File: config.mk
export PLATFORM = sky130hd
export DESIGN_NAME = spell_io_arbiter
export DESIGN_NICKNAME = d
export VERILOG_FILES = /design/src/rtl/spell_io_pkg.sv /design/src/rtl/spell_rr_pick2.sv /design/src/rtl/spell_io_arbiter.sv
export SDC_FILE = /design/constraint.sdc
export NUM_CORES = 1
export LEC_CHECK = 0
export CAP_MARGIN = 40
export CORE_MARGIN = 2
export CORE_UTILIZATION = 37
export DETAILED_ROUTE_END_ITERATION = 10
export PLACE_DENSITY = 0.74
export SLEW_MARGIN = 0
export SYNTH_ARGS = -nofsm -noshare
export SYNTH_HDL_FRONTEND = slang
export SYNTH_HIERARCHICAL = 1
export SYNTH_SLANG_ARGS = --single-unit
File: constraint.sdc
create_clock -name clk -period 1.38 [get_ports clk]
set_input_delay 0.276 -clock clk [delete_from_list [all_inputs] [get_ports clk]]
set_output_delay 0.276 -clock clk [all_outputs]
set_load 0.05 [all_outputs]
File: src/rtl/spell_io_pkg.sv
// Shared types and constants for the CPU/debug I/O arbiter.
package spell_io_pkg;

  typedef enum logic {
    IDLE,
    ACCESS
  } state_e;

  localparam logic       PORT_CPU  = 1'b0;
  localparam logic       PORT_DBG  = 1'b1;
  localparam logic [7:0] ERR_RDATA = 8'hff;

endpackage

File: src/rtl/spell_rr_pick2.sv
// Combinational two-way round-robin chooser: on a tie the port that was not
// served last wins.
module spell_rr_pick2
  import spell_io_pkg::*;
(
  input  logic [1:0] eligible,
  input  logic       last,
  output logic       valid,
  output logic       winner
);

  always_comb begin
    valid = |eligible;
    if (&eligible) begin
      winner = ~last;
    end else begin
      winner = eligible[PORT_DBG];
    end
  end

endmodule

File: src/rtl/spell_io_arbiter.sv
// Serialises CPU and debug accesses onto the single-transaction I/O register
// bus, with a watchdog that aborts accesses whose ready never arrives.
module spell_io_arbiter
  import spell_io_pkg::*;
#(
  parameter int unsigned TIMEOUT = 15
) (
  input  logic       clk,
  input  logic       rst,
  input  logic       cpu_req,
  input  logic [7:0] cpu_addr,
  input  logic [7:0] cpu_wdata,
  input  logic       cpu_write,
  output logic       cpu_ack,
  output logic [7:0] cpu_rdata,
  output logic       cpu_err,
  input  logic       dbg_req,
  input  logic [7:0] dbg_addr,
  input  logic [7:0] dbg_wdata,
  input  logic       dbg_write,
  output logic       dbg_ack,
  output logic [7:0] dbg_rdata,
  output logic       dbg_err,
  output logic       io_select,
  output logic [7:0] io_addr,
  output logic [7:0] io_wdata,
  output logic       io_write,
  input  logic [7:0] io_rdata,
  input  logic       io_ready,
  output logic       busy,
  output logic       owner
);

  localparam int unsigned CW = $clog2(TIMEOUT + 1);

  state_e          state_q, state_d;
  logic [CW-1:0]   cnt_q, cnt_d;
  logic            io_select_q, io_select_d;
  logic            io_write_q, io_write_d;
  logic [7:0]      io_addr_q, io_addr_d;
  logic [7:0]      io_wdata_q, io_wdata_d;
  logic [1:0]      ack_q, ack_d;
  logic [1:0]      err_q, err_d;
  logic [1:0][7:0] rdata_q, rdata_d;
  logic            busy_q, busy_d;
  logic            owner_q, owner_d;

  logic [1:0]      eligible;
  logic            pick_valid;
  logic            pick_winner;

  // A port whose ack is still high may keep req up for that cycle; ignore it.
  assign eligible[PORT_CPU] = cpu_req & ~ack_q[PORT_CPU];
  assign eligible[PORT_DBG] = dbg_req & ~ack_q[PORT_DBG];

  spell_rr_pick2 u_pick (
    .eligible (eligible),
    .last     (owner_q),
    .valid    (pick_valid),
    .winner   (pick_winner)
  );

  always_comb begin
    state_d     = state_q;
    cnt_d       = cnt_q;
    io_select_d = io_select_q;
    io_write_d  = io_write_q;
    io_addr_d   = io_addr_q;
    io_wdata_d  = io_wdata_q;
    ack_d       = '0;
    err_d       = err_q;
    rdata_d     = rdata_q;
    busy_d      = busy_q;
    owner_d     = owner_q;

    unique case (state_q)
      IDLE: begin
        if (pick_valid) begin
          if (pick_winner == PORT_DBG) begin
            io_addr_d  = dbg_addr;
            io_wdata_d = dbg_wdata;
            io_write_d = dbg_write;
          end else begin
            io_addr_d  = cpu_addr;
            io_wdata_d = cpu_wdata;
            io_write_d = cpu_write;
          end
          io_select_d = 1'b1;
          owner_d     = pick_winner;
          cnt_d       = '0;
          busy_d      = 1'b1;
          state_d     = ACCESS;
        end
      end
      ACCESS: begin
        if (io_ready) begin
          rdata_d[owner_q] = io_rdata;
          err_d[owner_q]   = 1'b0;
          ack_d[owner_q]   = 1'b1;
          io_select_d      = 1'b0;
          busy_d           = 1'b0;
          state_d          = IDLE;
        end else if (cnt_q == CW'(TIMEOUT)) begin
          rdata_d[owner_q] = ERR_RDATA;
          err_d[owner_q]   = 1'b1;
          ack_d[owner_q]   = 1'b1;
          io_select_d      = 1'b0;
          busy_d           = 1'b0;
          state_d          = IDLE;
        end else begin
          cnt_d = cnt_q + CW'(1);
        end
      end
      default: state_d = IDLE;
    endcase
  end

  always_ff @(posedge clk) begin
    if (rst) begin
      state_q     <= IDLE;
      cnt_q       <= '0;
      io_select_q <= 1'b0;
      io_write_q  <= 1'b0;
      io_addr_q   <= '0;
      io_wdata_q  <= '0;
      ack_q       <= '0;
      err_q       <= '0;
      rdata_q     <= '0;
      busy_q      <= 1'b0;
      owner_q     <= PORT_DBG;
    end else begin
      state_q     <= state_d;
      cnt_q       <= cnt_d;
      io_select_q <= io_select_d;
      io_write_q  <= io_write_d;
      io_addr_q   <= io_addr_d;
      io_wdata_q  <= io_wdata_d;
      ack_q       <= ack_d;
      err_q       <= err_d;
      rdata_q     <= rdata_d;
      busy_q      <= busy_d;
      owner_q     <= owner_d;
    end
  end

  assign cpu_ack   = ack_q[PORT_CPU];
  assign cpu_rdata = rdata_q[PORT_CPU];
  assign cpu_err   = err_q[PORT_CPU];
  assign dbg_ack   = ack_q[PORT_DBG];
  assign dbg_rdata = rdata_q[PORT_DBG];
  assign dbg_err   = err_q[PORT_DBG];
  assign io_select = io_select_q;
  assign io_addr   = io_addr_q;
  assign io_wdata  = io_wdata_q;
  assign io_write  = io_write_q;
  assign busy      = busy_q;
  assign owner     = owner_q;

endmodule

=== Word level (Yosys, flattened, before mapping) ===
Index checks and enable logic that the tools add are counted.

* Register bits after elaboration: 44
* Bits in latches: 0
* Memory bits (writable): 0
* Bits in read-only memories: 0
* Input bits: 47
* Output and inout port bits: 40
* Logic and storage cells: 65
* Memories kept: 0

* Add/sub/neg operators: 1
* Multipliers: 0
* Div/mod/pow operators: 0
* Magnitude comparators: 2
* Equality and inequality tests: 5
* Shift operators: 0
* Multiplexer cells: 27
* Bitwise operators: 10
* Reduce and logical (&&, ||, !) cells: 9

{| class="wikitable"
|+ Operators by type and width
! kind !! number
|-
| $mux 16 || 2
|-
| $mux 8 || 3
|-
| $bwmux 16 || 1
|-
| $or 16x16->16 || 1
|-
| $mux 4 || 3
|-
| $mux 1 || 9
|-
| $demux 8 s1 || 1
|-
| $mux 2 || 4
|-
| $pmux 4 s2 || 1
|-
| $reduce_and 2->1 || 4
|-
| $ne 2x2->1 const B || 3
|-
| $add 4x1->4 const B || 1
|-
| $eq 4x4->1 const B || 1
|-
| $not 1->1 || 4
|-
| $pmux 1 s2 || 2
|-
| $reduce_or 2->1 || 2
|-
| $ne 3x2->1 const B || 1
|-
| $reduce_and 3->1 || 1
|-
| $and 1x1->1 || 2
|-
| $and 2x2->2 || 1
|-
| $lt 1x2->1 const B || 1
|-
| $not 2->2 || 1
|-
| $or 2x2->2 || 1
|-
| $reduce_bool 2->1 || 1
|-
| 3 further kinds || 3
|}

=== Depth between registers and ports, before layout ===
* Depth in word-level cells: 7
* Depth in mapped cells: 7
* Gate-level depth less buffers: 5

=== Hierarchy ===
Netlist, hierarchy kept.

{| class="wikitable"
|+ By module, submodules not included
! module !! times used !! cells an instance !! area each (um^2) !! sequential area each (um^2)
|-
| spell_io_arbiter || 1 || 184 || 1826.8 || 880.8
|-
| spell_rr_pick2 || 1 || 2 || 13.8 || 0.0
|}

=== Worst setup path before layout ===
No wires, ideal clock.

* Kind: register to register
* Start point: register ack_q[1]
* End point: register io_addr_q[1], in the netlist io_addr[1]
* Library setup time: 70 ps
* Data arrival time: 1726 ps
* Data required time: 1310 ps
* Slack: -416 ps
* Stages on the path, launching flop included: 7
* Buffers on the path: 1
* Period minus slack after synthesis: 1796 ps
* Path through: dfxtp_1 nor2b_1 or2_1 and2b_1 nor2_2 buf_2 o2bb2ai_1

* Elaborated cells on any way between the ends: 7
* Those cells by class: mux (2); bitwise (2); reduce/logical (3)

{| class="wikitable"
|+ RTL lines
! item !! line !! source
|-
| from (decl) || spell_io_arbiter.sv:42 || <nowiki>logic [1:0] ack_q, ack_d;</nowiki>
|-
| from (signal assigned) || spell_io_arbiter.sv:138 || <nowiki>ack_q <= ack_d;</nowiki>
|-
| $not 1->1 || spell_io_arbiter.sv:54 || <nowiki>assign eligible[PORT_DBG] = dbg_req & ~ack_q[PORT_DBG];</nowiki>
|-
| $and 1x1->1 || spell_io_arbiter.sv:54 ||
|-
| named net eligible[1] || spell_io_arbiter.sv:48 || <nowiki>logic [1:0] eligible;</nowiki>
|-
| $reduce_or 2->1 || spell_rr_pick2.sv:13 || <nowiki>valid = |eligible;</nowiki>
|-
| named net pick_valid || spell_io_arbiter.sv:49 || <nowiki>logic pick_valid;</nowiki>
|-
| $reduce_and 2->1 (no source line) || n/a ||
|-
| to (signal assigned) || spell_io_arbiter.sv:136 || <nowiki>io_addr_q <= io_addr_d;</nowiki>
|-
| to (decl) || spell_io_arbiter.sv:40 || <nowiki>logic [7:0] io_addr_q, io_addr_d;</nowiki>
|}

The timed path passes the listed nets, and every way through them passes these cells.
A chain may end at the register's enable or synchronous reset.

=== Final worst setup path ===
* Start point: register ack_q[1]
* End point: register io_addr_q[2], in the netlist io_addr[2]

Same word-level chain as after synthesis.

==> flow_summary.toml <==
[status]
status = "complete, but fails checks"
violations = "negative setup slack"

[pwr]
switching_power_mw = 1.34
irDropWorstVdd_uv = 1130
p_per_area_nw_per_um2 = 1000
clkPwrFrac = 0.272
leakage_nw = 1.55
switching_share = 0.327
combPwrFrac = 0.360
p_int_mw = 2.75
power_frac_seq = 0.368
total_power_mw = 4.09

[yosys]
yosysTopAreaCellShare = 0.479
ys_async_sr_fraction = 0
ys.flop_type = "dfxtp_1"
synth_warnings = 6
synth_seq_area_share = 0.479
synth.avg_cell_area_um2 = 9.90
synth_fp_nets = 234
synth.cell_area_um2 = 1840
synth_area_leaders = "dfxtp_1, mux2i_1, o2bb2ai_1, a211oi_2, a31oi_1"
synth_edf_count = 0
yosysTopAreaCell = "dfxtp_1"
ys_types = 34
ys_ff_latch = 44
synthCells = 186

[die]
start_util = 0.387
die_area_um2 = 5550
dieWidth_um = 74.5
die_h_um = 74.5
core_area_um2 = 4750
placementRows = 25
io_pins = 87

[cts]
cts_made_buffers = 5
cts_tree = "done"
clk_pin_slew_ns = 0.09
ctsHoldBuffers = 0
clkLatencyLatePin_ns = 0.31
clock-sinks = 44
root_buffer = "clkbuf_8"
htreeDepth = 2
clockBufferDepth = 2

[timing]
slew_headroom = 0.797
hold_viol = 0
setup_tns_ns = -2.57
worst_slew_pin_slew_ns = 0.296
period_share = 1.12
clock.fmax_ghz = 0.647
finClkSkew_ns = 0.00737
min_period_ns = 1.55
rsz0062_at_grt = "yes"
setup_viol = 27
finalMaxSlewViolations = 0
layout_setup_ws_ns = -0.165

[placed_design]
gp_congestion = 0.731
io_buffers = 86
place_ws_ns = -0.456
placed_cell_area_um2 = 3360
dp_hpwl_um = 4130

[cells_and_area]
final_cell_mix = "clkdlybuf4s50_1, buf_12, dfxtp_1, buf_4, nor2_1"
nets = 349
seq_area_um2 = 898
multiInputGateArea_um2 = 1250
syn_to_final_growth_pct = 122
fillers = 183
diodes = 0
drive_above_1_share = 0.490
finalInstanceArea_um2 = 4080

[grt]
grt_usage = 0.250
first_global_vias = 1970
grt_max_degree = 19
grt_pass1_wl_um = 10200
grt_overflow = 0
antenna_found_initial = 0

[detailed_routing]
drc = 0
routed_wl_um = 8350
firstDrtPassIters = 4
routedWlPerCell_um = 22.6
postRouteAntennaNets = 0
initialDrtViolationCount = 112
vias_per_cell = 5.50
vias = 2029

[worst_setup_path]
arrival_ns = 1.74
critPathLaunchType = "flip-flop"
max_stage_delay_ns = 0.37
critPathKind = "flip-flop to flip-flop"
r2r_start = "ack_q[1]"
path_cells = "nor2b_4 -> or2_4 -> and2b_2 -> buf_6 -> nand2b_4 -> buf_16 -> o2bb2ai_1"
critPathMaxFanout = 8
worst-endpoint-required_ns = 1.58
cpMaxStageDelayCell = "dfxtp_4"
cp-startpoint = "ack_q[1]"
end_kind = "flip-flop"

[flow_run]
maxCapViolations = 0

[worst_hold_path]
hold_start = "cpu_rdata[6]"
hp-class = "flip-flop to flip-flop"
==> cells by family after synthesis <==
family                     synth area share
and+or+nand+nor                       0.137
adders and majority gates           0.00680
muxes                                0.0925
buffers and inverters                0.0653
DFF                                   0.479
AOI/OAI and AO/OA                     0.220
==> registers in the layout, summed over array words and instances, names as in the netlist, named ones only <==
signal / count
cpu_rdata: 8
dbg_rdata: 8
io_addr: 8
io_wdata: 8
cnt_q: 4
ack_q: 2
busy: 1
io_write: 1
owner: 1
state_q: 1
==> worst paths after layout <==
path	to	slack (ns)	depth (start not counted)
worst min register to register	cpu_rdata[6]	0.51	2
worst max-delay path	io_addr[2]	-0.17	7
worst min-delay path	cpu_rdata[6]	0.51	2
worst max register to register	io_addr[2]	-0.17	7
==> power groups by stage <==
stage	Combinational, mW	Clock [mW]	Sequential (mW)
4_1_cts	1.31	1.09	1.47
5_1_grt	1.51	1.18	1.51
6_report	1.47	1.11	1.50
3_5_place_dp	1.18	0	1.49
3_3_place_gp	1.16	0	1.49
2_1_floorplan	0.286	0	1.73
==> final cells by class <==
| type | instances | area share |
|---|---|---|
| clock buffer | 7 | 0.0236 |
| clock inverter | 1 | 0.00735 |
| inverter | 12 | 0.0110 |
| multi-input combinational | 116 | 0.305 |
| sequential | 44 | 0.220 |
| tap | 67 | 0.0205 |
| timing repair buffer | 122 | 0.412 |
==> metal layers <==
| layer | vias up | share of wire | global-route usage |
|---|---|---|---|
| met4 | 0 | 0.026 | 0.109 |
| met5 | - | 0 | 0 |
| met2 | 80 | 0.54 | 0.434 |
| li1 | 907 | - | - |
| met1 | 1017 | 0.38 | 0.300 |
| met3 | 25 | 0.050 | 0.0488 |
==> cells in the mapped netlist (2+ instances only) <==
cell and n:
dfxtp_1 44, o2bb2ai_1 17, a31oi_1 11, clkbuf_1 5, nand2_1 3, o211ai_1 3
or3_1 2, nor2_1 18, mux2i_1 17, a21oi_1 4, nand2b_1 3, buf_2 6
nand3b_1 2, a211oi_2 8, buf_4 2, inv_1 11, nor3_1 10, nand3_1 3
nor2b_1 2
==> what timing repair did <==
action	CTS	global route
pin swaps	10	26
setup buffers	8	3
setup endpoints to repair	40	44
resized for setup	31	47
gates cloned	4	1
==> critical path: cells and delay by family (launching register included) <==
family	cells	cell delay (ns)
compound gates	1	0.09
flops	1	0.37
simple gates	4	0.66
buf+inv	2	0.30
==> per-stage QoR <==
stage | util | hold slack [ns] | instances
CTS | 0.795 | 0.504 | 367
finish | 0.859 | 0.507 | 369
global route | 0.859 | 0.524 | 369
detailed placement | 0.706 | 0.491 | 347
floorplan | - | 0.447 | 186
global placement | 0.706 | 0.470 | 347
Note: power is estimated with default switching activity, not from simulation.
